[src/rtl/seg_scan_pkg.sv]
// Shared types and default constants for the multiplexed 7-segment scan controller.
package seg_scan_pkg;

  typedef enum logic [1:0] {
    ST_IDLE  = 2'd0,
    ST_BLANK = 2'd1,
    ST_SHOW  = 2'd2
  } state_e;

  localparam int unsigned DEF_NUM_DIGITS   = 4;
  localparam int unsigned DEF_DWELL_CYCLES = 10_000;
  localparam int unsigned DEF_BLANK_CYCLES = 16;

endpackage

[src/rtl/seg_scan_timer.sv]
// Loadable down-counter; done_c is high while the count sits at zero, so a
// load of N-1 yields a slot of exactly N cycles ending on the done cycle.
module seg_scan_timer #(
  parameter int unsigned CNT_W = 4
) (
  input  logic             clk,
  input  logic             rst_n,
  input  logic             clr,
  input  logic             load,
  input  logic [CNT_W-1:0] load_val,
  output logic             done_c
);

  logic [CNT_W-1:0] cnt;

  // Count register: load wins, then clear, then decrement to zero and hold.
  always_ff @(posedge clk or negedge rst_n) begin
    if (!rst_n) begin
      cnt <= '0;
    end else if (load) begin
      cnt <= load_val;
    end else if (clr) begin
      cnt <= '0;
    end else if (cnt != '0) begin
      cnt <= cnt - CNT_W'(1);
    end
  end

  assign done_c = (cnt == '0);

endmodule

[src/rtl/seg_scan_ctrl.sv]
// Multiplexed 7-segment digit scanner with blanking gap and frame-synchronous
// shadow update. Optional macro SEG_SCAN_LZB_EN enables leading-zero blanking.
module seg_scan_ctrl
  import seg_scan_pkg::*;
#(
  parameter int unsigned NUM_DIGITS   = DEF_NUM_DIGITS,
  parameter int unsigned DWELL_CYCLES = DEF_DWELL_CYCLES,
  parameter int unsigned BLANK_CYCLES = DEF_BLANK_CYCLES
) (
  input  logic                    clk,
  input  logic                    rst_n,
  input  logic                    ena,
  input  logic                    upd_req,
  input  logic [4*NUM_DIGITS-1:0] upd_data,
  output logic                    upd_ack,
  output logic [3:0]              digit_val,
  output logic [NUM_DIGITS-1:0]   digit_sel,
  output logic                    frame_start
);

  localparam int unsigned DATA_W  = 4 * NUM_DIGITS;
  localparam int unsigned IDX_W   = $clog2(NUM_DIGITS);
  localparam int unsigned MAX_CYC = (DWELL_CYCLES > BLANK_CYCLES) ? DWELL_CYCLES : BLANK_CYCLES;
  localparam int unsigned CNT_W   = (MAX_CYC > 1) ? $clog2(MAX_CYC) : 1;

  localparam logic [CNT_W-1:0] BLANK_LOAD = CNT_W'(BLANK_CYCLES - 1);
  localparam logic [CNT_W-1:0] DWELL_LOAD = CNT_W'(DWELL_CYCLES - 1);
  localparam logic [IDX_W-1:0] LAST_IDX   = IDX_W'(NUM_DIGITS - 1);

  state_e                  state, state_nxt;
  logic [IDX_W-1:0]        idx, idx_nxt;
  logic [DATA_W-1:0]       shadow, shadow_nxt;
  logic [3:0]              val_nxt;
  logic [NUM_DIGITS-1:0]   sel_nxt;
  logic                    ack_nxt;
  logic                    fs_nxt;
  logic                    tmr_load;
  logic                    tmr_clr;
  logic [CNT_W-1:0]        tmr_val;
  logic                    tmr_done_c;
  logic                    show_en_c;
  logic [NUM_DIGITS-1:0]   onehot_c;

  seg_scan_timer #(.CNT_W(CNT_W)) u_timer (
    .clk      (clk),
    .rst_n    (rst_n),
    .clr      (tmr_clr),
    .load     (tmr_load),
    .load_val (tmr_val),
    .done_c   (tmr_done_c)
  );

  assign onehot_c = NUM_DIGITS'(1) << idx;

`ifdef SEG_SCAN_LZB_EN
  // Digit idx>0 stays dark when it and every more-significant nibble are zero.
  assign show_en_c = (idx == '0) || (|(shadow >> {idx, 2'b00}));
`else
  assign show_en_c = 1'b1;
`endif

  // Next-state and next-output logic for the IDLE/BLANK/SHOW scan sequence.
  always_comb begin
    state_nxt  = state;
    idx_nxt    = idx;
    shadow_nxt = shadow;
    val_nxt    = digit_val;
    sel_nxt    = '0;
    ack_nxt    = 1'b0;
    fs_nxt     = 1'b0;
    tmr_load   = 1'b0;
    tmr_clr    = 1'b0;
    tmr_val    = BLANK_LOAD;

    if (!ena) begin
      state_nxt = ST_IDLE;
      idx_nxt   = '0;
      tmr_clr   = 1'b1;
    end else begin
      case (state)
        ST_IDLE: begin
          state_nxt = ST_BLANK;
          idx_nxt   = '0;
          tmr_load  = 1'b1;
          fs_nxt    = 1'b1;
          val_nxt   = shadow[3:0];
        end
        ST_BLANK: begin
          if (tmr_done_c) begin
            state_nxt = ST_SHOW;
            tmr_load  = 1'b1;
            tmr_val   = DWELL_LOAD;
            sel_nxt   = show_en_c ? onehot_c : '0;
          end
        end
        ST_SHOW: begin
          if (tmr_done_c) begin
            state_nxt = ST_BLANK;
            tmr_load  = 1'b1;
            if (idx == LAST_IDX) begin
              idx_nxt = '0;
              fs_nxt  = 1'b1;
              if (upd_req) begin
                shadow_nxt = upd_data;
                ack_nxt    = 1'b1;
              end
            end else begin
              idx_nxt = idx + IDX_W'(1);
            end
            val_nxt = shadow_nxt[{idx_nxt, 2'b00} +: 4];
          end else begin
            sel_nxt = show_en_c ? onehot_c : '0;
          end
        end
        default: state_nxt = ST_IDLE;
      endcase
    end
  end

  // State, shadow and registered outputs.
  always_ff @(posedge clk or negedge rst_n) begin
    if (!rst_n) begin
      state       <= ST_IDLE;
      idx         <= '0;
      shadow      <= '0;
      digit_val   <= '0;
      digit_sel   <= '0;
      upd_ack     <= 1'b0;
      frame_start <= 1'b0;
    end else begin
      state       <= state_nxt;
      idx         <= idx_nxt;
      shadow      <= shadow_nxt;
      digit_val   <= val_nxt;
      digit_sel   <= sel_nxt;
      upd_ack     <= ack_nxt;
      frame_start <= fs_nxt;
    end
  end

endmodule

[config.mk]
export PLATFORM = sky130hd
export DESIGN_NAME = seg_scan_ctrl
export DESIGN_NICKNAME = d
export VERILOG_FILES = /design/src/rtl/seg_scan_pkg.sv /design/src/rtl/seg_scan_timer.sv /design/src/rtl/seg_scan_ctrl.sv
export SDC_FILE = /design/constraint.sdc
export NUM_CORES = 1
export LEC_CHECK = 0
export CORE_MARGIN = 4
export CORE_UTILIZATION = 25
export CTS_CLUSTER_SIZE = 8
export DETAILED_ROUTE_END_ITERATION = 6
export DONT_BUFFER_PORTS = 1
export HOLD_SLACK_MARGIN = 0.02
export PLACE_DENSITY = 0.44
export SYNTH_ARGS = -nofsm -noshare
export SYNTH_HDL_FRONTEND = slang
export SYNTH_HIERARCHICAL = 1
export SYNTH_SLANG_ARGS = --single-unit
[constraint.sdc]
create_clock -name clk -period 4.4 [get_ports clk]
set_clock_uncertainty 0.2 [all_clocks]
set_input_delay 0.22 -clock clk [delete_from_list [all_inputs] [get_ports clk]]
set_output_delay 0.22 -clock clk [all_outputs]
set_load 0.02 [all_outputs]
==> impl_summary.md, run 1 <==
Status
The flow ran to the end, and the final reports show no timing, DRC or antenna violations.

Logic synthesis
The proportion of synthesized flip-flops having asynchronous set or reset is 100.0%. The number of instances in the synthesized netlist is 223. Yosys mapped a number of flops with a built-in enable equal to 0. The average instance in the mapped netlist occupies 11.47 um^2. Of the synthesized area, sequential elements account for 43.05%. The most used flip-flop cell after synthesis is dfrtp_1. After synthesis the netlist holds a flip-flop and latch count of 44. The cell area after synthesis is 2557 um^2.

The netlist uses 56 different library cells. By count the netlist is led by dfrtp_1, nand2_1, nor2_1. The area share of the leading cell type in the synthesized netlist is 43.05%.

By area the synthesized netlist is led by dfrtp_1, mux2_4, ha_1, mux2_2, mux4_1. The most common cell in the synthesized netlist is dfrtp_1. The cell type with the largest total area after synthesis is dfrtp_1. During synthesis, Yosys emitted a total of 6 warnings.

Placed design
The count of input and output buffers is 0. Timing analysis after detailed placement gives a worst setup slack of 1.148 ns. The detailed placement HPWL is 3895 um. The weighted congestion at the end of routability-driven global placement is 0.7334.

The total instance count after detailed placement is 355.

Timing
Setup repair after global routing left no endpoint under its margin. The sum of negative setup slack is 0 ns. Across all hold checks on the routed design, the worst slack comes to 0.02559 ns.

The final number of setup-violating endpoints is 0. The final period utilization is 73.73%. The total count of max-transition violations in the final report is 0. Across all setup checks in the final design, the least slack found is 1.156 ns. The max-slew headroom at the worst pin is 37.59%. The post-route minimum period is 3.244 ns. For the pin with the worst max-slew slack, the measured transition is 0.9362 ns.

Derived from the worst setup path, the maximum achievable clock frequency is 308.2 MHz. The number of hold-slack violations in the final timing report was 0.

Setup path
The required time at the endpoint of the critical path is 4.39 ns. The critical path's largest stage delay is 0.45 ns. STA classifies the critical path endpoint as a flop. The largest fanout on the critical path is 19. The critical path is of the reg2reg type. Data on the critical path arrives at its endpoint at 3.23 ns. Counting stages on the worst path, the most repeated cell is buf_4. The startpoint type of the worst setup path is a flop. The library cell contributing the largest single delay on the critical path is and4_1. Walking the worst path, the cells encountered are inv_1 -> ha_1 -> nor4b_4 -> and4_1 -> buf_4 -> a21oi_1 -> nor3_1 -> buf_4 -> or2_2 -> a2111oi_0 -> a311o_1.

Pwr
The ratio of total power to cell area is 384.1 nW/um^2. The peak ir drop on the vdd network is 0.1945 mV. In this run the static leakage power is 1.332 nW.

Floorplanning
The number of I/O pins is 30. The overall die width is 109.1 um. The placeable core region is 9864 um^2. The number of placement rows is 36. The initial utilization of the core area, before any placement, comes to 25.93%.

The die is 109.1 um tall. The full die area is 11910 um^2.

Route
The detailed-route wire length per cell is 14.87 um. The count of routing violations after the opening detailed-route iteration is 84. The remaining routing DRC violations is 0. The routed design has 5697 um of wire. The residual antenna-violating net count after detailed routing is 0. The number of vias per cell is 4.504.

The via count of the routed design is 1725. The detailed-routing iteration count for the pre-antenna-repair pass is 4.

Clock network
CTS saw 44 sinks. The number of buffers created by CTS is 5. The post-cts repair resize count is 0. The H-tree was split into 2 levels. The clock tree buffer depth is 2.

The number of buffers added to fix hold violations after cts is 20. The clock tree from TritonCTS is built. The post-CTS setup buffer count is 0. The clock-pin slew on the worst setup and hold paths is 0.09 ns. The clock insertion delay at the later pin of the skew report is 0.30 ns. The root buffer cell is clkbuf_8.

GRT
The maximum number of pins on one net before global-route repair is 45. The first global-routing pass estimated 9646 um of wire. Global routing finished with a remaining overflow of 0.

The number of global-route vias before repair was 1855. The initial antenna violation count is 0. The global-route total usage across every layer is 10.46%.

Layout
Excluding fillers, the count of instances in the completed layout stands at 383. From synthesis to final layout, the design area changed by 18.15%. The number of antenna diodes in the final layout is 0. The number of fill cells in the layout is 999.

For this run, the post-layout net count is 280. At the end of the flow the core is filled with cells to 30.63%. The share of post-route cells with drive strength above 1 is 16.40%.

Job
The number of max-cap violations is 0.

Hold path
The type of the worst min-delay path is in2reg.
area by class of cell:
cell class / count / area [um^2] / share of cell area, %
timing repair buffer: 22 / 232.7 / 7.702
clock inverter: 3 / 47.55 / 1.573
inverter: 12 / 45.04 / 1.491
tap: 133 / 166.4 / 5.507
clock buffer: 5 / 68.82 / 2.277
multi-input combinational: 164 / 1360 / 45.01
sequential: 44 / 1101 / 36.44
per-layer routing:
layer,up-vias,track usage (%),wire length (um)
met5,-,0,0
met4,0,2.435,42
met3,5,2.901,245
met2,22,16.62,2628
met1,837,14.11,2780
li1,861,-,-
cell usage in the layout (no fill, tap or decap), types with 2 or more instances in the layout:
| master | instances |
|---|---|
| a21oi_1 | 9 |
| dfrtp_1 | 44 |
| o311ai_0 | 2 |
| conb_1 | 11 |
| mux2i_1 | 2 |
| nor2_1 | 13 |
| a211oi_1 | 3 |
| clkbuf_8 | 5 |
| a32oi_1 | 3 |
| buf_4 | 2 |
| clkinv_4 | 2 |
| mux4_1 | 4 |
| mux2_2 | 10 |
| o21ai_0 | 10 |
| xnor2_1 | 2 |
| xor2_1 | 2 |
| o22ai_1 | 2 |
| dlygate4sd3_1 | 19 |
| mux4_2 | 4 |
| and2_1 | 4 |
| inv_1 | 12 |
| nand2_1 | 19 |
| o41ai_1 | 3 |
| ha_1 | 11 |
| nor3_1 | 3 |
| mux2_4 | 10 |
| nand3b_1 | 2 |
| nand2b_1 | 2 |
| a2bb2oi_1 | 3 |
| nand3_1 | 4 |
| nand4_1 | 3 |
flip-flops by register name, indices dropped and copies added (netlist names):
register,flops
idx,2
digit_sel,4
upd_ack,1
digit_val,4
state,2
u_timer/cnt,14
frame_start,1
shadow,16
report_power, final:
part	total (mW)	internal (mW)	switching (mW)
logic	0.322	0.136	0.186
registers	0.512	0.448	0.0636
clock network	0.327	0.171	0.156
metrics by stage:
step                      instance area (um^2)  power (mW)
after global routing                      3022       1.239
after floorplan                           2591      0.7443
after detailed placement                  2688      0.8150
after CTS                                 3022       1.176
after global placement                    2688      0.8195
final                                     3022       1.161
final timing paths:
kind	endpoint	from	cells past startpoint	slack, ns
max	u_timer/cnt[8]$_DFFE_PN0P_	u_timer/cnt[0]$_DFFE_PN0P_	11	1.16
min in group asynchronous	upd_ack$_DFF_PN0_	rst_n	2	0.24
max reg2reg	u_timer/cnt[8]$_DFFE_PN0P_	u_timer/cnt[0]$_DFFE_PN0P_	11	1.16
min	digit_val[1]$_DFFE_PN0P_	ena	3	0.03
max in group asynchronous	u_timer/cnt[2]$_DFFE_PN0P_	rst_n	2	3.54
min reg2reg	shadow[6]$_DFFE_PN0P_	shadow[6]$_DFFE_PN0P_	1	0.32
critical path, delay by kind of cell (launching register included):
family,cells,cell delay (ns)
buffers and inverters,3,0.63
adders and majority gates,1,0.20
AOI/OAI and AO/OA,3,0.51
and+or+nand+nor,4,1.20
DFF,1,0.40
cells by family after synthesis:
family,Yosys count,share of synthesized area (%)
buffers and inverters,24,5.087
other,2,0.2937
AO/OA/AOI/OAI,47,12.92
adder cells (fa/ha/maj),11,5.382
multiplexers,30,18.69
flip-flops,44,43.05
XOR/XNOR,4,1.370
AND/OR/NAND/NOR,61,13.21
Power figures use the tool's default switching activity.
==> run 2: changes to the inputs <==
--- a/config.mk
+++ b/config.mk
@@ -11,7 +11,7 @@
 export DETAILED_ROUTE_END_ITERATION = 6
 export DONT_BUFFER_PORTS = 1
 export HOLD_SLACK_MARGIN = 0.02
-export PLACE_DENSITY = 0.44
+export PLACE_DENSITY = 0.46
 export SYNTH_ARGS = -nofsm -noshare
 export SYNTH_HDL_FRONTEND = slang
 export SYNTH_HIERARCHICAL = 1
==> constraint.sdc (replaced) <==
create_clock -name clk -period 2.9 [get_ports clk]
set_clock_uncertainty 0.2 [all_clocks]
set_input_delay 0.145 -clock clk [delete_from_list [all_inputs] [get_ports clk]]
set_output_delay 0.145 -clock clk [all_outputs]
set_load 0.02 [all_outputs]
==> impl_summary.md, run 2 (synthesized netlist as in run 1, its figures left out) <==
Floorplanning
The placeable core region is 9864 um^2 (unchanged). The number of I/O pins was 30 (unchanged). The die height came to 109.1 um (unchanged). The number of placement rows is 36 (unchanged). The full die area came to 11910 um^2 (unchanged).

The starting utilization of the core area is 25.93% (unchanged). The overall die width came to 109.1 um (unchanged).

Pwr
The switching fraction of total power is 34.29% (was 34.91%). The final total power is 1.800 mW (was 1.161 mW). The leakage power was 1.375 nW (was 1.332 nW). The sequential cell fraction of total power came to 43.2% (was 44.1%).

The combinational cell fraction of total power was 29.4% (was 27.7%). The internal power is 1.182 mW (was 755.5 uW). The peak ir drop on the vdd network is 0.2589 mV (was 0.1945 mV). The net load switching power is 617.0 uW (was 405.1 uW). The ratio of total power to cell area is 582.8 nW/um^2 (was 384.1 nW/um^2). The portion of total power attributed to the clock network is 27.5% (was 28.2%).

Clock network
The root buffer cell is clkbuf_8 (unchanged). The clock tree buffer depth is 2 (unchanged). The number of buffers created by CTS is 5 (unchanged). The TritonCTS sink count is 44 (unchanged). The clock-pin slew on the worst setup and hold paths is 0.09 ns (about the same). The number of H-tree branching levels is 2 (unchanged). The post-CTS setup buffer count is 0 (unchanged). The clock tree from TritonCTS is built (unchanged). The clock insertion delay at the later pin of the skew report is 0.31 ns (was 0.30 ns).

GRT
The initial antenna violation count was 0 (unchanged). The global-route total usage across every layer came to 10.46% (about the same). The global-route wire length before repair was 9722 um (was 9646 um). The maximum number of pins on one net before global-route repair is 45 (unchanged). The global route total overflow is 0 (unchanged). The number of global-route vias before repair is 1924 (was 1855).

Layout
The synthesis-to-layout area growth is 20.74% (was 18.15%). The number of inserted diodes is 0 (unchanged). The register ranked first by flip-flop count is shadow (unchanged). The most common library cell in the layout ignoring fill and taps is dfrtp_1 (unchanged). Most frequent cells in the layout: dfrtp_1, nand2_1, dlygate4sd3_1 (unchanged). The number of flip-flops under the largest register name was 16 (unchanged). The number of nets in the final layout is 289 (was 280). Biggest registers after layout: shadow (16), u_timer/cnt (14) (unchanged).

The share of post-route cells with drive strength above 1 is 19.31% (was 16.40%).

Setup path
The critical path's largest stage delay is 0.58 ns (was 0.45 ns). The type of destination of the critical path is a flop (unchanged). The largest fanout on the critical path is 10 (was 19). The startpoint type of the worst setup path was a flop (unchanged).

The library cell contributing the largest single delay on the critical path is nor2_1 (was and4_1). The worst setup path category was reg2reg (unchanged). The data arrival time of the critical path came to 2.60 ns (was 3.23 ns). The depth of the most critical reg-to-reg path is 9 (was 11).

The endpoint of the most critical register-to-register path is u_timer/cnt[13]$_DFFE_PN0P_ (was u_timer/cnt[8]$_DFFE_PN0P_). The flop-to-flop setup slack came to 0.31 ns (was 1.16 ns). The startpoint of the worst register-to-register path is u_timer/cnt[0]$_DFFE_PN0P_ (unchanged). The required time at the endpoint of the critical path was 2.91 ns (was 4.39 ns). Cell-by-cell listing of the critical path: inv_1 -> ha_1 -> nor4b_4 -> and4_1 -> a21oi_1 -> nor3_1 -> nor2_1 -> nand2b_1 -> o21ai_0 (was inv_1 -> ha_1 -> nor4b_4 -> and4_1 -> buf_4 -> a21oi_1 -> nor3_1 -> buf_4 -> or2_2 -> a2111oi_0 -> a311o_1).

Timing
The post-route worst hold slack is 0.1440 ns (was 0.02559 ns). The final number of setup-violating endpoints is 0 (unchanged). The max-slew headroom at the worst pin was 51.11% (was 37.59%). The sum of negative setup slack is 0 ns (unchanged). The number of hold-slack violations in the final timing report was 0 (unchanged). The transition at the pin with the smallest max-transition slack was 0.7278 ns (was 0.9362 ns). Setup repair after global routing missed its margin: no (unchanged).

The post-route minimum period is 2.590 ns (was 3.244 ns). The maximum operating frequency came to 386.1 MHz (was 308.2 MHz). The total count of max-transition violations in the final report is 0 (unchanged).

The final period utilization is 89.32% (was 73.73%).

Route
The remaining routing DRC violations is 0 (unchanged). The via count of the routed design was 1788 (was 1725). The residual antenna-violating net count after detailed routing is 0 (unchanged). The detailed-routing iteration count for the pre-antenna-repair pass is 4 (unchanged).

The overall routed net length is 5726 um (was 5697 um). The count of routing violations after the opening detailed-route iteration is 33 (was 84). The number of vias per cell is 4.561 (was 4.504).

The detailed-route wire length per cell is 14.61 um (was 14.87 um).

Hold path
The hold path depth is 3 (unchanged). The type of the worst min-delay path is in2reg (unchanged). The end of the worst hold path is digit_val[1]$_DFFE_PN0P_ (unchanged). The hold path startpoint is upd_req (was ena).

Placed design
The weighted congestion at the end of routability-driven global placement is 0.7517 (was 0.7334). The count of input and output buffers is 0 (unchanged). The detailed placement HPWL was 4025 um (was 3895 um).

Status
Run status: finished, final reports clean (unchanged).

Job
The number of max-cap violations is 0 (unchanged).
## run 2: per-layer routing
| layer | global-route usage [%] | vias up | wire (um) |
|---|---|---|---|
| met2 | 17.59 | 28 | 2775 |
| met5 | 0 | - | 0 |
| met3 | 3.256 | 7 | 306 |
| met1 | 12.91 | 876 | 2585 |
| met4 | 2.885 | 0 | 57 |
| li1 | - | 877 | - |
## run 2: power by group through the flow
stage	Sequential, mW	Clock [mW]	Combinational (mW)
2_1_floorplan	0.767	0	0.363
3_3_place_gp	0.788	0	0.488
3_5_place_dp	0.789	0	0.489
4_1_cts	0.778	0.511	0.531
5_1_grt	0.789	0.533	0.589
6_report	0.777	0.494	0.528
## run 2: layout make-up
type,instances,area [um^2]
Fill cell,982,6777
Multi-Input combinational cell,164,1360
Sequential cell,44,1101
Timing Repair Buffer,31,300.3
Tap cell,133,166.4
Clock buffer,5,68.82
Clock inverter,3,46.29
Inverter,12,45.04
## run 2: what timing repair did
| item | CTS | global route |
|---|---|---|
| gates resized for setup | 0 | 0 |
| hold buffers | 20 | 0 |
| hold endpoints to repair | 75 | 0 |
| endpoints found under the setup margin | 0 | 0 |
## run 2: worst max path at each step
stage	startpoint	end	slack (ns)	cells past startpoint
after floorplan	u_timer/cnt[0]$_DFFE_PN0P_	u_timer/cnt[8]$_DFFE_PN0P_	0.03	13
after global placement	u_timer/cnt[0]$_DFFE_PN0P_	u_timer/cnt[13]$_DFFE_PN0P_	0.30	9
after detailed placement	u_timer/cnt[0]$_DFFE_PN0P_	u_timer/cnt[8]$_DFFE_PN0P_	0.32	9
after CTS	u_timer/cnt[0]$_DFFE_PN0P_	u_timer/cnt[13]$_DFFE_PN0P_	0.30	9
after global routing	u_timer/cnt[0]$_DFFE_PN0P_	u_timer/cnt[8]$_DFFE_PN0P_	0.15	9
final	u_timer/cnt[0]$_DFFE_PN0P_	u_timer/cnt[13]$_DFFE_PN0P_	0.31	9
## run 2: worst max-delay path, delay by kind of cell (launching register included)
family          cells  cell delay (ns)
buf+inv             1             0.07
compound gates      2             0.38
simple gates        5             1.27
flops               1             0.37
fa+ha+maj           1             0.22
## run 2: through the flow
stage | cells | util (%) | area [um^2] | worst slack [ns]
after floorplan | 232 | - | 2592 | 0.02668
after global placement | 364 | 27.93 | 2755 | 0.3035
after detailed placement | 364 | 27.93 | 2755 | 0.3196
after CTS | 392 | 31.30 | 3088 | 0.2998
after global routing | 392 | 31.30 | 3088 | 0.1538
final | 392 | 31.30 | 3088 | 0.3097
